`src/rtl/fc_score_producer.sv`:
```
// FC output stage: buffers N_IN features, then one MAC per cycle against a 1-cycle ROM; N_IN+2 cycles per neuron (N_IN+3 with FC_BIAS_EN).
// Input backpressure via in_ready (high only while loading); scores held with max_signal until next start or rst.
module fc_score_producer #(
    parameter int N_IN    = 16,
    parameter int NUM_OUT = 10,
    parameter int DATA_W  = 16,
    parameter int FRAC    = 8,
    parameter int ACC_W   = 40,
    parameter int ADDR_W  = 8
) (
    input  logic                      clk,
    input  logic                      rst,
    input  logic                      start,
    input  logic                      in_valid,
    input  logic [DATA_W-1:0]         in_data,
    output logic                      in_ready,
    output logic [ADDR_W-1:0]         w_addr,
    input  logic [DATA_W-1:0]         w_data,
    output logic [NUM_OUT*DATA_W-1:0] outing,
    output logic                      max_signal,
    output logic                      busy
);
    localparam int CNT_W  = $clog2(N_IN);
    localparam int NW     = $clog2(NUM_OUT);
    localparam int PROD_W = 2 * DATA_W;
    localparam logic [CNT_W-1:0]  K_LAST = CNT_W'(N_IN - 1);
    localparam logic [NW-1:0]     N_LAST = NW'(NUM_OUT - 1);
    localparam logic [ADDR_W-1:0] A_STEP = ADDR_W'(N_IN);
`ifdef FC_BIAS_EN
    localparam logic [ADDR_W-1:0] A_BIAS = ADDR_W'(NUM_OUT * N_IN);
`endif

    typedef enum logic [2:0] {
        S_IDLE, S_LOAD, S_COMPUTE, S_BIAS, S_DRAIN, S_WRITE, S_DONE
    } state_t;

    state_t                    state_q, state_d;
    logic [CNT_W-1:0]          cnt_q, cnt_d;
    logic [NW-1:0]             n_q, n_d;
    logic [ADDR_W-1:0]         base_q, base_d;
    logic [ADDR_W-1:0]         w_addr_q, w_addr_d;
    logic                      mac_vld_q, mac_vld_d;
    logic                      mac_first_q, mac_first_d;
    logic [CNT_W-1:0]          mac_k_q, mac_k_d;
    logic signed [ACC_W-1:0]   acc_q, acc_d;
    logic [NUM_OUT*DATA_W-1:0] outing_q, outing_d;
    logic signed [DATA_W-1:0]  buf_q [N_IN];
`ifdef FC_BIAS_EN
    logic                      bias_vld_q, bias_vld_d;
    logic signed [ACC_W-1:0]   bias_ext;
`endif
    logic                      accept;
    logic signed [PROD_W-1:0]  prod;
    logic signed [ACC_W-1:0]   prod_ext;
    logic signed [ACC_W-1:0]   shifted;
    logic [DATA_W-1:0]         score;

    assign accept     = in_valid && (state_q == S_LOAD);
    assign in_ready   = (state_q == S_LOAD);
    assign max_signal = (state_q == S_DONE);
    assign busy       = (state_q == S_LOAD) || (state_q == S_COMPUTE) || (state_q == S_BIAS) ||
                        (state_q == S_DRAIN) || (state_q == S_WRITE);
    assign w_addr     = w_addr_q;
    assign outing     = outing_q;

    // Control: counters, address issue and MAC tagging for the data returning next cycle
    always_comb begin
        state_d     = state_q;
        cnt_d       = cnt_q;
        n_d         = n_q;
        base_d      = base_q;
        w_addr_d    = w_addr_q;
        mac_vld_d   = 1'b0;
        mac_first_d = 1'b0;
        mac_k_d     = cnt_q;
`ifdef FC_BIAS_EN
        bias_vld_d  = 1'b0;
`endif
        case (state_q)
            S_IDLE, S_DONE: begin
                if (start) begin
                    state_d = S_LOAD;
                    cnt_d   = '0;
                end
            end
            S_LOAD: begin
                if (accept) begin
                    cnt_d = cnt_q + CNT_W'(1);
                    if (cnt_q == K_LAST) begin
                        state_d  = S_COMPUTE;
                        cnt_d    = '0;
                        n_d      = '0;
                        base_d   = '0;
                        w_addr_d = '0;
                    end
                end
            end
            S_COMPUTE: begin
                mac_vld_d   = 1'b1;
                mac_first_d = (cnt_q == '0);
                if (cnt_q == K_LAST) begin
                    cnt_d = '0;
`ifdef FC_BIAS_EN
                    state_d  = S_BIAS;
                    w_addr_d = A_BIAS + ADDR_W'(n_q);
`else
                    state_d  = S_DRAIN;
`endif
                end else begin
                    cnt_d    = cnt_q + CNT_W'(1);
                    w_addr_d = base_q + ADDR_W'(cnt_q) + ADDR_W'(1);
                end
            end
            S_BIAS: begin
`ifdef FC_BIAS_EN
                bias_vld_d = 1'b1;
`endif
                state_d = S_DRAIN;
            end
            S_DRAIN: state_d = S_WRITE;
            S_WRITE: begin
                if (n_q == N_LAST) begin
                    state_d = S_DONE;
                end else begin
                    state_d  = S_COMPUTE;
                    n_d      = n_q + NW'(1);
                    base_d   = base_q + A_STEP;
                    w_addr_d = base_q + A_STEP;
                end
            end
            default: state_d = S_IDLE;
        endcase
    end

    // Datapath: accumulate, then round toward -inf by the Q8.8 shift and saturate
    always_comb begin
        prod     = buf_q[mac_k_q] * $signed(w_data);
        prod_ext = {{(ACC_W - PROD_W){prod[PROD_W-1]}}, prod};
        acc_d    = acc_q;
        if (mac_vld_q) begin
            acc_d = mac_first_q ? prod_ext : acc_q + prod_ext;
        end
`ifdef FC_BIAS_EN
        bias_ext = {{(ACC_W - DATA_W - FRAC){w_data[DATA_W-1]}}, w_data, {FRAC{1'b0}}};
        if (bias_vld_q) begin
            acc_d = acc_q + bias_ext;
        end
`endif
        shifted = acc_q >>> FRAC;
        if (shifted[ACC_W-1:DATA_W-1] == {(ACC_W - DATA_W + 1){shifted[ACC_W-1]}}) begin
            score = shifted[DATA_W-1:0];
        end else begin
            score = shifted[ACC_W-1] ? {1'b1, {(DATA_W - 1){1'b0}}} : {1'b0, {(DATA_W - 1){1'b1}}};
        end
        outing_d = outing_q;
        if (state_q == S_WRITE) begin
            for (int j = 0; j < NUM_OUT; j++) begin
                if (n_q == NW'(j)) outing_d[j*DATA_W +: DATA_W] = score;
            end
        end
    end

    always_ff @(posedge clk) begin
        if (rst) begin
            state_q     <= S_IDLE;
            cnt_q       <= '0;
            n_q         <= '0;
            base_q      <= '0;
            w_addr_q    <= '0;
            mac_vld_q   <= 1'b0;
            mac_first_q <= 1'b0;
            mac_k_q     <= '0;
            acc_q       <= '0;
            outing_q    <= '0;
`ifdef FC_BIAS_EN
            bias_vld_q  <= 1'b0;
`endif
        end else begin
            state_q     <= state_d;
            cnt_q       <= cnt_d;
            n_q         <= n_d;
            base_q      <= base_d;
            w_addr_q    <= w_addr_d;
            mac_vld_q   <= mac_vld_d;
            mac_first_q <= mac_first_d;
            mac_k_q     <= mac_k_d;
            acc_q       <= acc_d;
            outing_q    <= outing_d;
`ifdef FC_BIAS_EN
            bias_vld_q  <= bias_vld_d;
`endif
        end
    end

    // Feature buffer is always written before it is read, so it needs no reset
    always_ff @(posedge clk) begin
        if (accept) buf_q[cnt_q] <= in_data;
    end
endmodule

```
`config.mk`:
```
export PLATFORM = sky130hd
export DESIGN_NAME = fc_score_producer
export DESIGN_NICKNAME = d
export VERILOG_FILES = /design/src/rtl/fc_score_producer.sv
export SDC_FILE = /design/constraint.sdc
export NUM_CORES = 1
export LEC_CHECK = 0
export BUFFER_PORTS_ARGS = -buffer_cell sky130_fd_sc_hd__buf_4
export CORE_MARGIN = 2
export CORE_UTILIZATION = 60
export CTS_BUF_LIST = sky130_fd_sc_hd__clkbuf_8
export CTS_CLUSTER_SIZE = 28
export DETAILED_ROUTE_END_ITERATION = 12
export PLACE_DENSITY_LB_ADDON = 0.05
export SYNTH_ARGS = -nofsm -noshare
export SYNTH_HDL_FRONTEND = slang
export SYNTH_SLANG_ARGS = --single-unit
```
`constraint.sdc`:
```
create_clock -name clk -period 13.93 [get_ports clk]
set_clock_uncertainty 0.1 [all_clocks]
set_input_delay 2.0895 -clock clk [delete_from_list [all_inputs] [get_ports clk]]
set_output_delay 2.0895 -clock clk [all_outputs]
set_load 0.02 [all_outputs]
```
## Word level (Yosys, flattened, before mapping)

Memories as Yosys holds them, arrays and structs flattened. A register that Yosys moved wholly into a read port is not among the register bits.
Index checks and enable logic that the tools add are counted.

| cells by class | value |
|---|---|
| add/sub/neg operators | 6 |
| multiplexer cells | 27 |
| equality and inequality tests | 23 |
| bitwise gates (word level) | 1 |
| reduce and logical (&&, ||, !) cells | 27 |
| multipliers | 1 |

Operator list:

| cell | count |
|---|---|
| 40-bit by 32-bit adder with 40-bit output | 1 |
| 40-bit two-way mux | 1 |
| 16-bit by 16-bit multiplier with 32-bit output | 1 |
| 16-bit two-way mux | 2 |
| 8-bit two-way mux | 4 |
| 4-bit two-way mux | 7 |
| 8-bit one-hot mux with 3 select lines | 1 |
| 2-bit AND reduction | 10 |
| 3-bit one-hot mux with 6 select lines | 1 |
| 16-bit == test | 1 |
| 4-bit by 3-bit == test with 1-bit output (second input constant) | 4 |
| 8-bit one-hot mux with 2 select lines | 1 |
| 3-bit two-way mux | 5 |
| 4-bit == test (second input constant) | 3 |
| 4-bit one-hot mux with 3 select lines | 1 |
| 3-bit == test (second input constant) | 3 |
| 4-bit by 1-bit adder with 4-bit output (second input constant) | 2 |
| 8-bit by 1-bit adder with 8-bit output (second input constant) | 1 |
| 8-bit by 4-bit adder with 8-bit output | 1 |
| 8-bit by 5-bit adder with 8-bit output (second input constant) | 1 |
| 4-bit by 2-bit == test with 1-bit output (second input constant) | 2 |
| 4-bit logical NOT | 2 |
| 4-bit one-hot mux with 2 select lines | 1 |
| 4-bit AND reduction | 2 |
| other kinds (15) | 27 |

| storage, ports and cells | value |
|---|---|
| word-level logic and storage cells | 104 |
| input bits | 36 |
| register bits after elaboration | 229 |
| memory bits (writable) | 256 |
| memories | 1 |

Memories:

| name | words | bits a word | rd ports | clocked after memory_dff | wr ports | RTL line | RTL |
|---|---|---|---|---|---|---|---|
| buf_q | 16 | 16 | 1 | 1 | 1 | 47 | `logic signed [DATA_W-1:0] buf_q [N_IN];` |

## Depth between registers and ports, before layout

Gate-level depths: netlist of run 1.

| logic depth | value |
|---|---|
| depth after elaboration | 5 |
| depth in mapped cells | 39 |

## Least setup slack after synthesis of run 1

Ideal clock, no wire load.

| timing path | value |
|---|---|
| kind | register to register |
| start | register (tool-made name) |
| end | register acc_q[38] |
| data arrival time | 9.740 ns |
| setup slack | 3.999 ns |
| stages on the path, launching flop included | 36 |
| data required time | 13.739 ns |
| path through | dfxtp_1 -> clkbuf_1 -> buf_1 -> mux4_2 -> mux4_2 -> clkbuf_1 -> and2_1 -> fa_1 -> inv_1 -> fa_1 -> fa_1 -> fa_1 -> inv_1 -> fa_1 -> inv_1 -> fa_1 -> inv_1 -> ha_1 -> a21oi_1 -> o21ai_0 -> o22ai_1 -> o21bai_1 -> a21oi_1 -> xnor2_1 -> ha_1 -> buf_2 -> nand3_2 -> or4_1 -> o31ai_2 -> a21oi_2 -> o211ai_4 -> a41oi_4 -> o31ai_4 -> o22ai_2 -> or4_1 -> a311oi_1 |

RTL lines:

| item | RTL line | RTL |
|---|---|---|
| end signal: assignment | 173 | `acc_q <= '0;` |
| end signal: assignment | 187 | `acc_q <= acc_d;` |
| end: declaration | 45 | `logic signed [ACC_W-1:0] acc_q, acc_d;` |

==> results, run 1 <==
- The required time at the worst-slack endpoint is approximately 14000 ps.
- For this configuration, the core starts out at a cell density of 0.6064.
- The max capacitance violation total is 0.
- The synthesized area per cell is 11.09 um^2.
- The detail route stage leaves a number of antenna-violating nets equal to 0.
- The worst hold path begins at acc_q[3].
- Summing every instance area after synthesis gives roughly 30000 um^2.
- By area the synthesized netlist is led by edfxtp_1 25%, fa_1 17%, dfxtp_1 15%.
- In the final routed layout, each cell accounts on average for between 20 and 25 um.
- When the netlist entered floorplanning its net count stood at around 3200.
- The number of antenna violations at the first check in global routing was 2.
- The global-route wire length before repair is approximately 120 mm.
- Input and output buffers added on the ports amount to 206.
- The peak fanout along the critical path is 35.
- Routability-driven placement finished with a final weighted congestion of 0.9112.
- After clock tree synthesis, the setup repair step added 0 buffers.
- The final layout contains roughly 3300 nets.
- The slew of the pin with the lowest slew margin is between 1000 and 1500 ps.
- The run finished with clean final reports.
- In the routed layout, each cell is associated on average with a via count of 5.829.
- The cell type contributing the most total cell area after synthesis is edfxtp_1.
- The cell seen most often among critical-path stages is fa_1.
- The worst hold path belongs to the class flip-flop to flip-flop.
- The clock-pin slew reported for the worst setup and hold paths after clock tree synthesis is about 60 ps.
- The startpoint type of the worst setup path is a flip-flop.
- The count of synthesis-stage warnings from yosys is 0.
- Adding up every negative setup slack in the final design gives 0 ps.
- The number of distinct library cell variants in the gate-level netlist after synthesis is 73.
- The floorplan row count is between 80 and 90.
- The synthesized netlist cell count is around 2700.
- STA puts the critical path data arrival time at 11340 ps.
- The detailed-route wire length is between 70 and 80 mm.
- The fraction of final layout cells with drive strength greater than 1 is 0.1559.
- The worst relative slew slack is 0.1695.
- Setup violations remaining at the end of the flow were counted as 0.
- For this design, the slowest cell found on the critical path is dfxtp_4.
- The die outline height is between 200 and 250 um.
- Yosys mapped a number of flops with a built-in enable equal to between 200 and 300.
- The root buffer cell chosen for the clock tree is clkbuf_8.
- TritonCTS built the clock tree.
- The critical setup path kind is flip-flop to flip-flop.
- The maximum level of the CTS H-tree is 3.
- The most used flip-flop cell after synthesis is edfxtp_1.
- The async set-reset flop share out of synthesis is 0.
- The total number of vias is 21229.
- The placeable core region is around 50000 um^2.
- The first TritonRoute pass finished after 5 iterations.
- The total placed cells including tap cells is between 3000 and 4000.
- The maximum number of buffers from clock root to sink is 3.
- Counting flops and latches in the post-synthesis netlist gives ~490.
- The top achievable clock speed is between 90 and 100 MHz.
- The time the worst path needs with I/O delays and setup is between 10000 and 15000 ps.
- The insertion delay to the later sink of the worst-skew pair is roughly 700 ps.
- The placed wire-length estimate is around 54 mm.
- The via count of the first global-routing pass is 22025.
- In this run, CTS created clock tree buffers numbering 79.
- The detailed router finished its first iteration with between 1000 and 1500 violations.
- Setup repair after global routing left no endpoint under its margin.
- The boundary pin count is just over 200.
- The clock drives ~490 sinks.
- The layout overhead on the synthesized area is 12.12%.
- The combined global-route utilization of all metal layers is 0.2976.
- The DRC violations left is 0.
- The type of destination of the critical path is a flip-flop.
- For this run, the register share of the synthesized area comes to 0.4051.
- The non-filler instance count after layout is 3642.
- The number of slew-limit violations in the final report is 0.
- The final count of hold timing violations is 0.
- Entering global routing, the biggest net connects just over 90 pins.
- The largest incremental delay on the critical path is around 700 ps.
- Dividing the final minimum period by the clock period gives 0.7784.
- Measured along the x axis, the die boundary spans ~230 um.
- The total of hold buffers inserted after clock tree synthesis is 0.
- The total of cells resized after clock tree synthesis is 0.
- The die footprint is 52310 um^2.
- The global-route congestion overflow total is 0.
- The area share of the leading cell type in the synthesized netlist is 0.2537.
registers in the layout, summed over array words and instances (netlist names), 3 cells and up, named ones only:
register / flops
base_q: 4
state_q: 3
w_addr: 8
buf_q: 256
n_q: 4
acc_q: 40
cnt_q: 4
outing: 160
final cells by class:
type | instances | area, um^2
Multi-Input combinational cell | 1785 | 16330
Timing Repair Buffer | 246 | 1851
Inverter | 314 | 1179
Antenna cell | 1 | 2.502
Clock buffer | 84 | 1156
Sequential cell | 485 | 12280
Tap cell | 672 | 840.8
Fill cell | 3852 | 16000
Clock inverter | 55 | 327.8
final timing paths:
path               endpoint  slack [ps]  cells after the start
hold / removal     acc_q[3]         390                      2
setup reg to reg  acc_q[38]        3090                     32
hold reg to reg    acc_q[3]         390                      2
setup / recovery  acc_q[38]        3090                     32
layer usage:
metal,global-route usage,share of wire
met5,0,0.00017
met4,0.1036,0.031
met3,0.05102,0.060
met2,0.5069,0.50
met1,0.3870,0.41
stage by stage:
stage | hold WS (ps) | instance area (um^2) | util | setup slack [ps]
after floorplan | 367.1 | 30300 | - | 3999
after global placement | 376.7 | 32480 | 0.6501 | 3175
after detailed placement | 381.3 | 32480 | 0.6501 | 2979
after CTS | 391.9 | 33970 | 0.6798 | 2995
after global routing | 407.5 | 33970 | 0.6798 | 2409
final | 389.6 | 33970 | 0.6798 | 3087
cell usage after synthesis (6+ instances only):
cell	count
a21o_1	33
mux2i_1	23
a211o_1	7
nor2_1	300
o22ai_1	6
inv_1	314
and2_1	131
nor3_1	31
nand2b_1	23
o21ai_0	43
o21a_1	14
and3_1	10
a21oi_1	96
o21bai_1	11
clkbuf_1	132
a211oi_1	174
fa_1	263
ha_1	135
mux4_2	80
o211ai_1	16
o21ai_1	10
buf_1	13
nand4_1	10
dfxtp_1	229
xor2_1	25
nand3_1	21
nand2_1	177
xnor2_1	45
edfxtp_1	256
nor2b_1	14
a31oi_1	12
logic make-up after synthesis:
logic type / count (synthesis) / share of synthesized area
AND/OR/NAND/NOR: 750 / 0.1146
buffers and inverters: 462 / 0.05736
adder cells (fa/ha/maj): 398 / 0.2295
flip-flops: 485 / 0.4051
multiplexers: 105 / 0.06781
AO/OA/AOI/OAI: 461 / 0.1048
XOR/XNOR: 71 / 0.02077
placed cells by master (no fill, tap or decap), types with 6 or more instances in the layout:
cell type,instances
nor2_2,10
xor2_1,25
a211oi_1,174
mux2i_1,23
clkinv_1,11
and2_1,131
nor3_1,27
xnor2_1,45
o21ai_0,43
a31oi_1,12
inv_1,339
nand2b_1,23
o21bai_1,11
o21a_1,14
nand2_1,177
dfxtp_1,225
a21oi_1,96
o211ai_1,16
nand4_1,10
a211o_1,7
clkinv_2,10
nor2_1,290
and3_1,10
nand3_1,21
edfxtp_1,256
fa_1,263
a21o_1,33
nor2b_1,14
buf_4,245
o21ai_1,10
clkbuf_8,84
ha_1,135
mux4_2,80
o22ai_1,6
worst max-delay path: cells and delay by family (launching register included):
| family | cells | cell delay [ps] |
|---|---|---|
| adders and majority gates | 8 | 3730 |
| AOI/OAI and AO/OA | 12 | 2530 |
| and+or+nand+nor | 4 | 1380 |
| muxes | 2 | 1280 |
| buffers and inverters | 5 | 860 |
| DFF | 1 | 720 |
| xor gates and xnor gates | 1 | 110 |
Power of run 1 is not shown: default switching activity piles up to over one toggle a cycle in this logic, so the estimate is an artifact.
==> inputs of run 2 (changes only) <==
==> constraint.sdc (replaced) <==
create_clock -name clk -period 10.6 [get_ports clk]
set_clock_uncertainty 0.1 [all_clocks]
set_input_delay 1.59 -clock clk [delete_from_list [all_inputs] [get_ports clk]]
set_output_delay 1.59 -clock clk [all_outputs]
set_load 0.02 [all_outputs]
==> results, run 2 (same netlist as run 1, synthesis figures left out) <==
- The flow ran to the end, and the final reports show no timing, DRC or antenna violations.
- After clock tree synthesis, the clock-pin slew on the worst setup and hold paths is around 60 ps.
- The global-route congestion overflow total is 0.
- The die footprint is 52310 um^2.
- The worst setup path is captured at a flip-flop.
- Data arrives at the worst endpoint at approximately 11000 ps.
- The detailed-route wire length is ~75 mm.
- The placed wire-length estimate is roughly 53 mm.
- For this run, the slowest stage of the critical path takes 670 ps.
- The average routed wire per standard cell is a little over 20 um.
- For this block, the initial DRC count from the detailed router was between 1000 and 1500.
- The total of buffers placed on input and output ports is 206.
- The area growth from synthesis to layout is 12.11%.
- The final setup TNS is 0 ps.
- The max capacitance violation total is 0.
- The placeable core region is 49970 um^2.
- The top cell types in the final layout, fill and taps aside, are 348 x inv_1, 290 x nor2_1, 263 x fa_1, 256 x edfxtp_1, 245 x buf_4.
- The fraction of met1 tracks used by global routing is 0.3909.
- After floorplanning, the core was divided into 82 placement rows.
- The layout has between 3000 and 4000 filler cells.
- The via count of the first global-routing pass came to between 20000 and 25000.
- In the global route stage, met2 resource usage came out at 0.4934.
- The layer flagged by global routing as most heavily used is met2.
- The clock passes through at most 3 buffers.
- After clock tree synthesis, the setup repair step added 0 buffers.
- The standard cell with the maximum stage delay on the critical path is mux4_2.
- The total number of vias is about 21000.
- At the later pin of the worst-skew pair, clock insertion delay measures ~660 ps.
- Across all hold checks on the routed design, the worst slack comes to slightly below 400 ps.
- 0 antenna diodes ended up in the layout.
- The clock tree synthesis step divided the H-tree into 3 levels.
- At the end of the flow the core is filled with cells to 0.6798.
- The root cell of the clock tree is clkbuf_8.
- The register with the most flip-flops in the layout has around 260 of them.
- The fraction of final layout cells with drive strength greater than 1 is 0.1542.
- The DRC violations left is 0.
- The smallest setup slack after layout is just over 500 ps.
- The time the worst path needs with I/O delays and setup is just over 10000 ps.
- The number of clock buffers added by TritonCTS is slightly below 80.
- The cell seen most often among critical-path stages is fa_1.
- Using the TritonRoute via totals, the vias-per-cell ratio works out to about 5.8.
- At the end of the flow, the number of nets in the layout was between 3000 and 4000.
- The worst relative slew slack is 0.1828.
- Entering global routing, the biggest net connects between 100 and 150 pins.
- The slew of the pin with the lowest slew margin is roughly 1200 ps.
- The worst slack after detailed placement is between 200 and 300 ps.
- Routability-driven placement finished with a final weighted congestion of ~0.93.
- The setup path with the least slack is of type flip-flop to flip-flop.
- For this configuration, the core starts out at a cell density of 0.6064.
- The detailed-routing iteration count for the pre-antenna-repair pass is 7.
- STA puts the critical path data required time at approximately 11000 ps.
- The first global-routing pass estimated around 120 mm of wire.
- Setup violations remaining at the end of the flow were counted as 0.
- Setup repair after global routing left no endpoint under its margin.
- Leaving out fill and tap cells, the most frequent cell in the layout is inv_1.
- TritonCTS built the clock tree.
- The largest register by flop count is buf_q.
- For this run, global-route usage on met3 was measured as 0.05427.
- In the global route stage, overall resource usage came out at 0.2947.
- The final count of hold timing violations is 0.
- The worst setup path is launched from a flip-flop.
- The count of clock tree sinks is 485.
- The top achievable clock speed is a little under 100 MHz.
- The count of nets left with antenna violations once routing finished came out at 0.
- The peak fanout along the critical path is 16.
- Measured along the x axis, the die boundary spans 228.7 um.
- The number of antenna violations at the first check in global routing is 1.
- The number of slew-limit violations in the final report came to 0.
- The part of the cycle the worst path needs is 0.9514.
- The total of hold buffers inserted after clock tree synthesis is 0.
- For this design the top-level I/O count stands at 207.
- In this run the vertical extent of the chip is 228.7 um.
- In this run the worst hold path is classified as flip-flop to flip-flop.
run 2: layout make-up:
class                   count  area, um^2  share of cell area
well taps                 672       840.8             0.02475
inverters                 314        1179             0.03470
repair buffers            249        1911             0.05625
clock inverters            55       275.3            0.008104
multi-input cells        1785       16340              0.4810
clock buffers              83        1142             0.03363
flip-flops and latches    485       12280              0.3615
run 2: per-layer routing:
metal	routed length, um	share of wire
met5	0	0
met4	2272	0.030
met3	4887	0.065
met2	37070	0.49
met1	31110	0.41
run 2: stage by stage:
step / cells / instance area (um^2)
after global placement: 3505 / 32540
after floorplan: 2732 / 30300
after CTS: 3643 / 33960
after detailed placement: 3505 / 32540
after global routing: 3643 / 33970
final: 3643 / 33970
run 2: final timing paths:
path / from / end / slack, ps / depth (start not counted)
worst max-delay path: flip-flop / acc_q[38] / 510 / 31
worst min-delay path: acc_q[6] / acc_q[6] / 390 / 2
worst max register to register: flip-flop / acc_q[38] / 510 / 31
worst min register to register: acc_q[6] / acc_q[6] / 390 / 2
run 2: repair_timing:
item | CTS | global route
setup endpoints to repair | 0 | 4
gates resized for setup | 0 | 2
hold endpoints to repair | 0 | 0
run 2: critical path: cells and delay by family (launching register included):
kind | cells | cell delay [ps]
AOI/OAI and AO/OA | 11 | 2330
xor gates and xnor gates | 1 | 110
adders and majority gates | 8 | 3420
buffers and inverters | 3 | 410
DFF | 1 | 530
muxes | 2 | 1220
and+or+nand+nor | 6 | 1870
Power of run 2 is left out for the same reason.
